[config.mk]
export PLATFORM = sky130hd
export DESIGN_NAME = seg7_scan_driver_flat
export DESIGN_NICKNAME = d
export VERILOG_FILES = /design/src/rtl/seg7_pkg.sv /design/src/rtl/seg7_scan_driver_if.sv /design/src/rtl/seg7_hex_decode.sv /design/src/rtl/seg7_scan_driver.sv /design/src/flat_wrapper.sv
export SDC_FILE = /design/constraint.sdc
export NUM_CORES = 1
export LEC_CHECK = 0
export CORE_MARGIN = 1
export CORE_UTILIZATION = 50
export CTS_CLUSTER_SIZE = 10
export DETAILED_ROUTE_END_ITERATION = 12
export PLACE_DENSITY = 0.73
export SETUP_SLACK_MARGIN = 0.3
export SYNTH_ARGS = -nofsm -noshare
export SYNTH_HDL_FRONTEND = slang
export SYNTH_SLANG_ARGS = --single-unit
[constraint.sdc]
create_clock -name clk -period 3.2 [get_ports clk]
set_clock_uncertainty 0.2 [all_clocks]
set_input_delay 0.32 -clock clk [delete_from_list [all_inputs] [get_ports clk]]
set_output_delay 0.32 -clock clk [all_outputs]
set_load 0.01 [all_outputs]
[src/rtl/seg7_pkg.sv]
// Shared types and constants for the 7-segment scan driver.
// Segment bit order is {a,b,c,d,e,f,g} = [6:0]; every constant is active low.
package seg7_pkg;

  // Driver FSM: BLANK until the first frame arrives, then SCAN until reset.
  typedef enum logic {
    ST_BLANK = 1'b0,
    ST_SCAN  = 1'b1
  } state_t;

  // All segments dark.
  localparam logic [6:0] SEG_OFF = 7'b1111111;

  // Hex glyphs 0..F, indexed by nibble value.
  localparam logic [6:0] SEG_TABLE [0:15] = '{
    7'b0000001,  // 0
    7'b1001111,  // 1
    7'b0010010,  // 2
    7'b0000110,  // 3
    7'b1001100,  // 4
    7'b0100100,  // 5
    7'b0100000,  // 6
    7'b0001111,  // 7
    7'b0000000,  // 8
    7'b0000100,  // 9
    7'b0001000,  // A
    7'b1100000,  // b
    7'b0110001,  // C
    7'b1000010,  // d
    7'b0110000,  // E
    7'b0111000   // F
  };

endpackage

[src/rtl/seg7_scan_driver_if.sv]
// Frame handshake bundle between the status-register side (master) and the
// scan driver (slave).
// Handshake: a frame transfers on every clk edge where frame_valid and
// frame_ready are both 1; the master holds data/blank/dp stable while
// frame_valid is 1 and frame_ready is 0, and ready never depends on valid.
interface seg7_scan_driver_if #(
  parameter int NUM_DIGITS = 8
);
  logic                    frame_valid;
  logic                    frame_ready;
  logic [4*NUM_DIGITS-1:0] frame_data;
  logic [NUM_DIGITS-1:0]   frame_blank;
  logic [NUM_DIGITS-1:0]   frame_dp;

  modport master (
    output frame_valid,
    output frame_data,
    output frame_blank,
    output frame_dp,
    input  frame_ready
  );

  modport slave (
    input  frame_valid,
    input  frame_data,
    input  frame_blank,
    input  frame_dp,
    output frame_ready
  );
endinterface

[src/rtl/seg7_hex_decode.sv]
// Combinational nibble to active-low segment pattern lookup.
module seg7_hex_decode
  import seg7_pkg::*;
(
  input  logic [3:0] i_nibble,
  output logic [6:0] o_seg_n
);

  // Straight table lookup, no registering here; the top owns the output flops.
  always_comb begin
    o_seg_n = SEG_TABLE[i_nibble];
  end

endmodule

[src/rtl/seg7_scan_driver.sv]
// Time-multiplexed 7-segment scan driver. Takes a frame of NUM_DIGITS hex
// nibbles, shows one digit per slot of TICKS_PER_DIGIT clocks with the last
// GUARD_TICKS of each slot dark, and swaps in a new frame only at the frame
// wrap so the display never tears.
// Optional feature macro: SEG7_DP_EN (per-digit decimal points).
module seg7_scan_driver
  import seg7_pkg::*;
#(
  parameter int NUM_DIGITS      = 8,
  parameter int TICKS_PER_DIGIT = 1000,
  parameter int GUARD_TICKS     = 16
) (
  input  logic                  clk,
  input  logic                  rst_n,
  seg7_scan_driver_if.slave     frame_if,
  output logic [NUM_DIGITS-1:0] an_n,
  output logic [6:0]            seg_n,
  output logic                  dp_n,
  output logic                  scan_done,
  output state_t                dbg_state
);

  localparam int TW = (TICKS_PER_DIGIT > 1) ? $clog2(TICKS_PER_DIGIT) : 1;
  localparam int IW = (NUM_DIGITS > 1) ? $clog2(NUM_DIGITS) : 1;
  localparam int unsigned DRIVE_TICKS = TICKS_PER_DIGIT - GUARD_TICKS;
  localparam logic [TW-1:0] LAST_TICK = TW'(TICKS_PER_DIGIT - 1);
  localparam logic [IW-1:0] LAST_IDX  = IW'(NUM_DIGITS - 1);

  state_t                  r_state;
  logic [TW-1:0]           r_tick;
  logic [IW-1:0]           r_idx;
  logic [4*NUM_DIGITS-1:0] r_active_data;
  logic [NUM_DIGITS-1:0]   r_active_blank;
  logic [4*NUM_DIGITS-1:0] r_pend_data;
  logic [NUM_DIGITS-1:0]   r_pend_blank;
  logic                    r_pend_valid;
  logic [NUM_DIGITS-1:0]   r_an_n;
  logic [6:0]              r_seg_n;
  logic                    r_scan_done;
`ifdef SEG7_DP_EN
  logic [NUM_DIGITS-1:0]   r_active_dp;
  logic [NUM_DIGITS-1:0]   r_pend_dp;
  logic                    r_dp_n;
`endif

  logic                    w_accept;
  logic                    w_last_tick;
  logic                    w_wrap;
  logic                    w_drive;
  logic [3:0]              w_nibble;
  logic [6:0]              w_seg_dec;
  logic [NUM_DIGITS-1:0]   w_an_sel;

  // In BLANK a frame loads straight into the active register; in SCAN only
  // an empty pending slot can take one. Ready is held low through reset.
  assign frame_if.frame_ready = rst_n & ((r_state == ST_BLANK) | ~r_pend_valid);
  assign w_accept    = frame_if.frame_valid & frame_if.frame_ready;
  assign w_last_tick = (r_tick == LAST_TICK);
  assign w_wrap      = (r_state == ST_SCAN) & w_last_tick & (r_idx == LAST_IDX);

  assign w_nibble = r_active_data[4*r_idx +: 4];
  assign w_an_sel = ~(NUM_DIGITS'(1) << r_idx);
  assign w_drive  = (r_state == ST_SCAN) & (32'(r_tick) < DRIVE_TICKS)
                  & ~r_active_blank[r_idx];

  seg7_hex_decode u_hex_decode (
    .i_nibble (w_nibble),
    .o_seg_n  (w_seg_dec)
  );

  // FSM, free-running tick/digit counters and the active/pending frame store.
  always_ff @(posedge clk) begin
    if (!rst_n) begin
      r_state        <= ST_BLANK;
      r_tick         <= '0;
      r_idx          <= '0;
      r_active_data  <= '0;
      r_active_blank <= '0;
      r_pend_data    <= '0;
      r_pend_blank   <= '0;
      r_pend_valid   <= 1'b0;
`ifdef SEG7_DP_EN
      r_active_dp    <= '0;
      r_pend_dp      <= '0;
`endif
    end else begin
      case (r_state)
        ST_BLANK: begin
          if (w_accept) begin
            r_active_data  <= frame_if.frame_data;
            r_active_blank <= frame_if.frame_blank;
`ifdef SEG7_DP_EN
            r_active_dp    <= frame_if.frame_dp;
`endif
            r_tick         <= '0;
            r_idx          <= '0;
            r_state        <= ST_SCAN;
          end
        end
        ST_SCAN: begin
          // Counters never stall; the handshake only touches the frame store.
          if (w_last_tick) begin
            r_tick <= '0;
            r_idx  <= (r_idx == LAST_IDX) ? '0 : r_idx + IW'(1);
          end else begin
            r_tick <= r_tick + TW'(1);
          end
          // Swap at the wrap only. Accept requires an empty pending slot,
          // so it can never collide with a swap in the same cycle.
          if (w_wrap && r_pend_valid) begin
            r_active_data  <= r_pend_data;
            r_active_blank <= r_pend_blank;
`ifdef SEG7_DP_EN
            r_active_dp    <= r_pend_dp;
`endif
            r_pend_valid   <= 1'b0;
          end
          if (w_accept) begin
            r_pend_data  <= frame_if.frame_data;
            r_pend_blank <= frame_if.frame_blank;
`ifdef SEG7_DP_EN
            r_pend_dp    <= frame_if.frame_dp;
`endif
            r_pend_valid <= 1'b1;
          end
        end
        default: r_state <= ST_BLANK;
      endcase
    end
  end

  // Registered pin stage: one cycle behind the counters, all dark in guard,
  // in blanked slots, in BLANK state and during reset.
  always_ff @(posedge clk) begin
    if (!rst_n) begin
      r_an_n      <= '1;
      r_seg_n     <= SEG_OFF;
      r_scan_done <= 1'b0;
`ifdef SEG7_DP_EN
      r_dp_n      <= 1'b1;
`endif
    end else begin
      r_an_n      <= w_drive ? w_an_sel  : '1;
      r_seg_n     <= w_drive ? w_seg_dec : SEG_OFF;
      r_scan_done <= w_wrap;
`ifdef SEG7_DP_EN
      r_dp_n      <= w_drive ? ~r_active_dp[r_idx] : 1'b1;
`endif
    end
  end

  assign an_n      = r_an_n;
  assign seg_n     = r_seg_n;
  assign scan_done = r_scan_done;
  assign dbg_state = r_state;

`ifdef SEG7_DP_EN
  assign dp_n = r_dp_n;
`else
  // Decimal points are not built in this configuration.
  logic w_unused_dp;
  assign w_unused_dp = ^frame_if.frame_dp;
  assign dp_n = 1'b1;
`endif

endmodule
[src/flat_wrapper.sv]
// flat-port wrapper written by rule: the top's interface ports become plain ports
module seg7_scan_driver_flat import seg7_pkg::*;
#(
  parameter int NUM_DIGITS      = 8,
  parameter int TICKS_PER_DIGIT = 1000,
  parameter int GUARD_TICKS     = 16
)
  (clk, rst_n, an_n, seg_n, dp_n, scan_done, dbg_state, frame_if_frame_valid, frame_if_frame_data, frame_if_frame_blank, frame_if_frame_dp, frame_if_frame_ready);
  seg7_scan_driver_if #(.NUM_DIGITS(NUM_DIGITS)) frame_if_i ();
  input  logic clk;
  input  logic rst_n;
  output logic [NUM_DIGITS-1:0] an_n;
  output logic [6:0] seg_n;
  output logic dp_n;
  output logic scan_done;
  output state_t dbg_state;
  input wire logic [$bits(frame_if_i.frame_valid)-1:0] frame_if_frame_valid;
  input wire logic [$bits(frame_if_i.frame_data)-1:0] frame_if_frame_data;
  input wire logic [$bits(frame_if_i.frame_blank)-1:0] frame_if_frame_blank;
  input wire logic [$bits(frame_if_i.frame_dp)-1:0] frame_if_frame_dp;
  output wire logic [$bits(frame_if_i.frame_ready)-1:0] frame_if_frame_ready;
  assign frame_if_i.frame_valid = frame_if_frame_valid;
  assign frame_if_i.frame_data = frame_if_frame_data;
  assign frame_if_i.frame_blank = frame_if_frame_blank;
  assign frame_if_i.frame_dp = frame_if_frame_dp;
  assign frame_if_frame_ready = frame_if_i.frame_ready;
  seg7_scan_driver #(.NUM_DIGITS(NUM_DIGITS), .TICKS_PER_DIGIT(TICKS_PER_DIGIT), .GUARD_TICKS(GUARD_TICKS)) u_core (.clk(clk), .rst_n(rst_n), .frame_if(frame_if_i), .an_n(an_n), .seg_n(seg_n), .dp_n(dp_n), .scan_done(scan_done), .dbg_state(dbg_state));
endmodule
==> run_results.csv, run 1 <==
group,metric,value,unit
run_status,status,"finished clean",
global_routing,grt_pass1_vias,3668,
timing,fin_crit,2716,ps
detailed_routing,vias,3894,
detailed_routing,drt_iter0_markers,137,
pwr,total_leakage_power,0.002035,µW
worst_setup_path,cp.arrival,2750,ps
timing,maxSlewViolCount,0,
synthesis,synthFlopType,"dfxtp_1",
synthesis,postSynthRegisterBits,111,
worst_setup_path,start_kind,"flop",
detailed_routing,drc_errors,0,
pwr,seqPwrFrac,57.3,%
synthesis,syn_inst,548,
synthesis,synth_area_leaders,"dfxtp_1 45%, mux2i_1 9.5%, nand2_1 7.6%, a211oi_1 6.4%, a21oi_1 5.3%",
floorplan,rows,35,
clock_network,worstSkewPairLatency,380,ps
synthesis,yosys.area.top_type,"dfxtp_1",
clock_network,cts_setup_buffers,0,
timing,fin_ws,484.3,ps
final_layout,final_util,61.62,%
floorplan,io_pins,70,
pwr,clkPwrFrac,30.4,%
floorplan,die_x,101.3,µm
worst_setup_path,crit_fanout,8,
timing,timing.fmax,368.2,MHz
floorplan,die_h,101.3,µm
clock_network,cts_max_path_buffers,2,
global_routing,grtUsageTotal,20.71,%
global_routing,grt_first_pass_wirelength,16610,µm
global_routing,antenna_found_initial,0,
final_layout,fin_cells,722,
timing,slew_headroom,33.17,%
synthesis,synth_warnings,0,
worst_setup_path,worstSetupEndpointType,"flop",
pwr,p_sw_share,26.52,%
timing,rsz0062_at_grt,"no",
final_layout,layout-drive-gt1-share,7.757,%
place,dpl.hpwl,6662,µm
clock_network,clock_sinks,111,
timing,fin_crit_sh,84.86,%
synthesis,synth_top_area_share,45.10,%
synthesis,synth_area,4927,µm²
timing,worst_slew_pin_slew,1002,ps
worst_setup_path,critPathKind,"reg -> reg",
clock_network,cts_resized,0,
detailed_routing,first_pass_iters,4,
run,maxCapViolCount,0,
timing,setup_viol,0,
pwr,p_int,1882,µW
clock_network,numCtsBuffers,9,
synthesis,ys_types,48,
synthesis,seq_area_frac_synth,45.10,%
detailed_routing,vias_per_cell,5.393,
synthesis,syn_nets,612,
timing,finalSetupTns,0,ps
pwr,power-per-cell-area,443.7,nW/µm²
worst_hold_path,hold_class,"reg -> reg",
detailed_routing,wire_per_inst,13.68,µm
timing,hold_viol_final,0,
global_routing,overflow,0,
synthesis,syn_avg_cell_area,8.991,µm²
pwr,peakVddDrop,0.0002974,V
global_routing,grt_max_degree,96,
pwr,p_sw,679.5,µW
synthesis,async_flop_share,0,%
final_layout,syn2layout_area_growth,17.19,%
clock_network,cts.clk_slew.worst_paths,100,ps
detailed_routing,drt-total-wl,9874,µm
floorplan,die_area,10260,µm²
synthesis,synth_edf_count,0,
place,gp_congestion,0.8002,
clock_network,cts-root-buf,"clkbuf_8",
final_layout,antenna_cells,0,
pwr,comb_power_share,12.3,%
final_layout,finalNetCount,652,
clock_network,h-tree-depth,3,
place,dpl.cell_count,706,
floorplan,core_area,9371,µm²
place,io_buffers,60,
clock_network,cts-hold-fix-buffers,0,
floorplan,initial_core_util,52.58,%
detailed_routing,antenna_left,0,
place,pre_cts_ws,510.7,ps
clock_network,cts_tree,"built",
worst_setup_path,worstPathRequired,3240,ps
[power groups by stage]
stage | Combinational, µW | Sequential (µW) | Clock, µW
final | 315 | 1470 | 779
after floorplan | 207 | 1490 | 0
after detailed placement | 316 | 1500 | 0
after global placement | 310 | 1500 | 0
after CTS | 317 | 1470 | 799
after global routing | 349 | 1480 | 853
[layout by cell type (no fill, tap or decap), types with 5 or more instances in the layout]
master | synthesis | routed
nor3_1 | 7 | 7
nand2_1 | 100 | 100
clkbuf_8 | 0 | 9
mux4_2 | 8 | 8
a211oi_1 | 42 | 42
nor2_1 | 58 | 58
dfxtp_1 | 111 | 110
a21oi_1 | 52 | 52
inv_1 | 8 | 8
buf_4 | 1 | 7
nand3_1 | 5 | 5
mux2i_1 | 47 | 47
clkdlybuf4s50_1 | 0 | 60
and3_1 | 6 | 6
o21ai_0 | 5 | 5
ha_1 | 13 | 13
[cell usage after synthesis, types with 5 or more instances]
master      n
nor2_1     58
nor3_1      7
nand2_1   100
a211oi_1   42
a21oi_1    52
inv_1       8
o21ai_0     5
ha_1       13
clkbuf_1   26
and3_1      6
nand3_1     5
mux2i_1    47
mux4_2      8
dfxtp_1   111
buf_2       8
[path summary, 6_finish.rpt]
path,start,end,slack [ps],depth (start not counted)
setup / recovery,u_core.r_idx[0],u_core.seg_n[3],480,8
setup reg to reg,u_core.r_idx[0],u_core.seg_n[3],480,8
hold reg to reg,u_core.r_pend_data[20],u_core.r_pend_data[20],260,2
hold / removal,u_core.r_pend_data[20],u_core.r_pend_data[20],260,2
[sequential cells by signal, indices dropped and copies added, names as in the netlist]
| register | count |
|---|---|
| u_core.r_active_blank | 8 |
| u_core.r_pend_data | 32 |
| u_core.r_pend_valid | 1 |
| u_core.r_pend_blank | 8 |
| u_core.seg_n | 7 |
| u_core.r_idx | 3 |
| u_core.dbg_state | 1 |
| u_core.an_n | 8 |
| u_core.r_tick | 10 |
| u_core.scan_done | 1 |
| u_core.r_active_data | 32 |
[area by class of cell]
| type | count | area (µm²) |
|---|---|---|
| fill | 847 | 3597 |
| inverter | 12 | 45.04 |
| multi-input combinational | 386 | 2486 |
| tap | 129 | 161.4 |
| clock buffer | 10 | 127.6 |
| clock inverter | 6 | 57.56 |
| timing repair buffer | 68 | 673.1 |
| sequential | 111 | 2223 |
[cell families (layout without fill, tap and decap cells)]
logic type	count (synthesis)	after routing	synth area share (%)
and+or+nand+nor	188	188	15.74
AOI/OAI and AO/OA	125	125	16.91
DFF	111	111	45.10
muxes	59	59	14.40
buffers and inverters	51	96	4.469
adders and majority gates	13	13	3.301
other	1	1	0.07611
[critical path, stage by stage, from the launching register on]
cell and delay, ps:
dfxtp_1 640, mux4_2 590, mux2i_2 360, inv_2 120, ha_1 260, inv_1 70, nor3_1 50, a211oi_1 210
o21ai_1 70
[stage by stage]
step                      total power (µW)  hold WS (ps)  instance area, µm²
after floorplan                       1693         236.0                4927
after global placement                1807         240.9                5589
after detailed placement              1816         246.1                5589
after CTS                             2584         261.1                5774
after global routing                  2678         286.4                5774
final                                 2562         258.0                5774
[per-layer routing]
layer / track usage (%) / wire, µm / vias up
met5: 0 / 0 / -
met4: 6.243 / 156 / 0
met3: 4.831 / 332 / 15
met2: 37.21 / 4880 / 71
met1: 24.52 / 4504 / 1804
li1: - / - / 2004
No activity file was read; power rests on OpenSTA's default activity.
==> inputs of run 2 (changes only) <==
- clock period: 3.2 -> 2.6 ns (I/O delays scaled with it)
==> run_results.csv, run 2 (synthesis gave the netlist of run 1 again) <==
group,metric,value,unit
clock_network,cts.clk_slew.worst_paths,110,ps
floorplan,rows,35,
place,gp_congestion,0.7996,
pwr,peakVddDrop,0.0002827,V
timing,worst_slew_pin_slew,1005,ps
pwr,total_leakage_power,0.002134,µW
global_routing,top_usage_layer,"met2",
detailed_routing,first_pass_iters,4,
final_layout,top_regs,"u_core.r_active_data (32), u_core.r_pend_data (32), u_core.r_tick (10)",
global_routing,grt_use_met2,35.37,%
global_routing,overflow,0,
floorplan,die_area,10260,µm²
detailed_routing,vias_per_cell,5.469,
final_layout,n_fill_cell,803,
run,maxCapViolCount,0,
floorplan,io_pins,70,
final_layout,layout-drive-gt1-share,11.24,%
place,io_buffers,60,
final_layout,final_cell_mix,"107 x dfxtp_1, 100 x nand2_1, 60 x clkdlybuf4s50_1, 58 x nor2_1, 52 x a21oi_1",
clock_network,cts-root-buf,"clkbuf_8",
timing,hold_viol_final,0,
worst_setup_path,worstPathRequired,2670,ps
worst_setup_path,start_kind,"flop",
floorplan,core_area,9371,µm²
global_routing,grt_first_pass_wirelength,16750,µm
clock_network,h-tree-depth,3,
clock_network,cts-hold-fix-buffers,0,
timing,finalSetupTns,0,ps
worst_setup_path,critPathKind,"reg -> reg",
final_layout,final_area,6011,µm²
clock_network,clock_sinks,111,
final_layout,syn2layout_area_growth,21.99,%
place,post_dp_cell_area,5657,µm²
timing,timing.fmax,450.7,MHz
global_routing,grtUsageTotal,20.72,%
detailed_routing,drt_iter0_markers,199,
pwr,power-per-cell-area,554.2,nW/µm²
timing,fin_crit_sh,85.34,%
final_layout,finalNetCount,664,
worst_setup_path,cp.arrival,2290,ps
final_layout,final_common_cell,"dfxtp_1",
detailed_routing,vias,4014,
detailed_routing,drc_errors,0,
worst_hold_path,hold_class,"in -> reg",
floorplan,die_h,101.3,µm
timing,slew_headroom,32.97,%
timing,maxSlewViolCount,0,
final_layout,antenna_cells,0,
clock_network,worstSkewPairLatency,390,ps
pwr,finalPower,3331,µW
worst_setup_path,worstSetupEndpointType,"flop",
floorplan,die_x,101.3,µm
timing,fin_crit,2219,ps
detailed_routing,drt-total-wl,10700,µm
detailed_routing,wire_per_inst,14.57,µm
global_routing,use_met1,26.20,%
timing,rsz0062_at_grt,"yes",
global_routing,antenna_found_initial,0,
global_routing,grt_use_met3,4.762,%
place,dpl.cell_count,710,
global_routing,grt_pass1_vias,3589,
clock_network,cts_max_path_buffers,2,
global_routing,grt_max_degree,96,
run_status,status,"finished clean",
clock_network,cts_tree,"built",
worst_setup_path,crit_fanout,8,
detailed_routing,antenna_left,0,
place,dpl.hpwl,6774,µm
final_layout,fin_cells,734,
floorplan,initial_core_util,52.58,%
timing,worst_hold_slack,232.3,ps
clock_network,numCtsBuffers,9,
timing,setup_viol,0,
## run 2: cell count changes in the layout (fill, tap and decap cells not counted), moves of 2 or more
cell,previous run,this run
dfxtp_1,110,107
buf_4,7,15
inv_8,1,3
ha_2,0,2
clkbuf_16,0,2
dfxtp_2,1,3
ha_1,13,11
mux2i_4,1,3
## run 2: final cells by class
type / instances / area [µm²] / share of cell area [%]
Clock inverter: 7 / 86.33 / 1.436
Tap cell: 129 / 161.4 / 2.685
Multi-Input combinational cell: 386 / 2532 / 42.13
Clock buffer: 9 / 123.9 / 2.061
Inverter: 12 / 46.29 / 0.7702
Timing Repair Buffer: 80 / 830.8 / 13.82
Sequential cell: 111 / 2230 / 37.09
## run 2: report_power, final
group / switching [µW] / leakage [µW] / total, µW / internal, µW
Clock: 624 / 0.000110 / 1090 / 469
Combinational: 225 / 0.00112 / 438 / 213
Sequential: 36.8 / 0.000906 / 1800 / 1760
## run 2: stage by stage
stage	utilization (%)	setup WS, ps
final	64.14	381.2
after global routing	64.14	256.2
after CTS	62.80	333.8
after detailed placement	60.36	217.2
after global placement	60.36	261.3
after floorplan	-	329.7
## run 2: what timing repair did
action                     4_1_cts  5_1_grt
setup endpoints to repair        7       44
setup buffers                    2        4
resized for setup                2        7
cloned                           0        2
pin swaps                        1        0
## run 2: layer usage
metal  routed length [µm]  vias up
li1                     -     2022
met1                 4847     1893
met2                 5336       88
met3                  377       11
met4                  136        0
met5                    0        -
## run 2: worst paths after layout
| check | startpoint | endpoint | slack (ps) | cells after the start |
|---|---|---|---|---|
| max | u_core.r_idx[0] | u_core.seg_n[3] | 380 | 8 |
| max reg2reg | u_core.r_idx[0] | u_core.seg_n[3] | 380 | 8 |
| min | frame_if_frame_blank[0] | u_core.r_pend_blank[0] | 230 | 3 |
| min reg2reg | u_core.r_pend_data[26] | u_core.r_pend_data[26] | 260 | 2 |
## run 2: critical path, stage by stage, from the launching register on
cell and delay (ps):
dfxtp_4 430, mux4_2 570, mux2i_4 250, inv_2 100
ha_2 220, inv_1 50, nor3_1 40, a211oi_1 180
o21ai_1 70
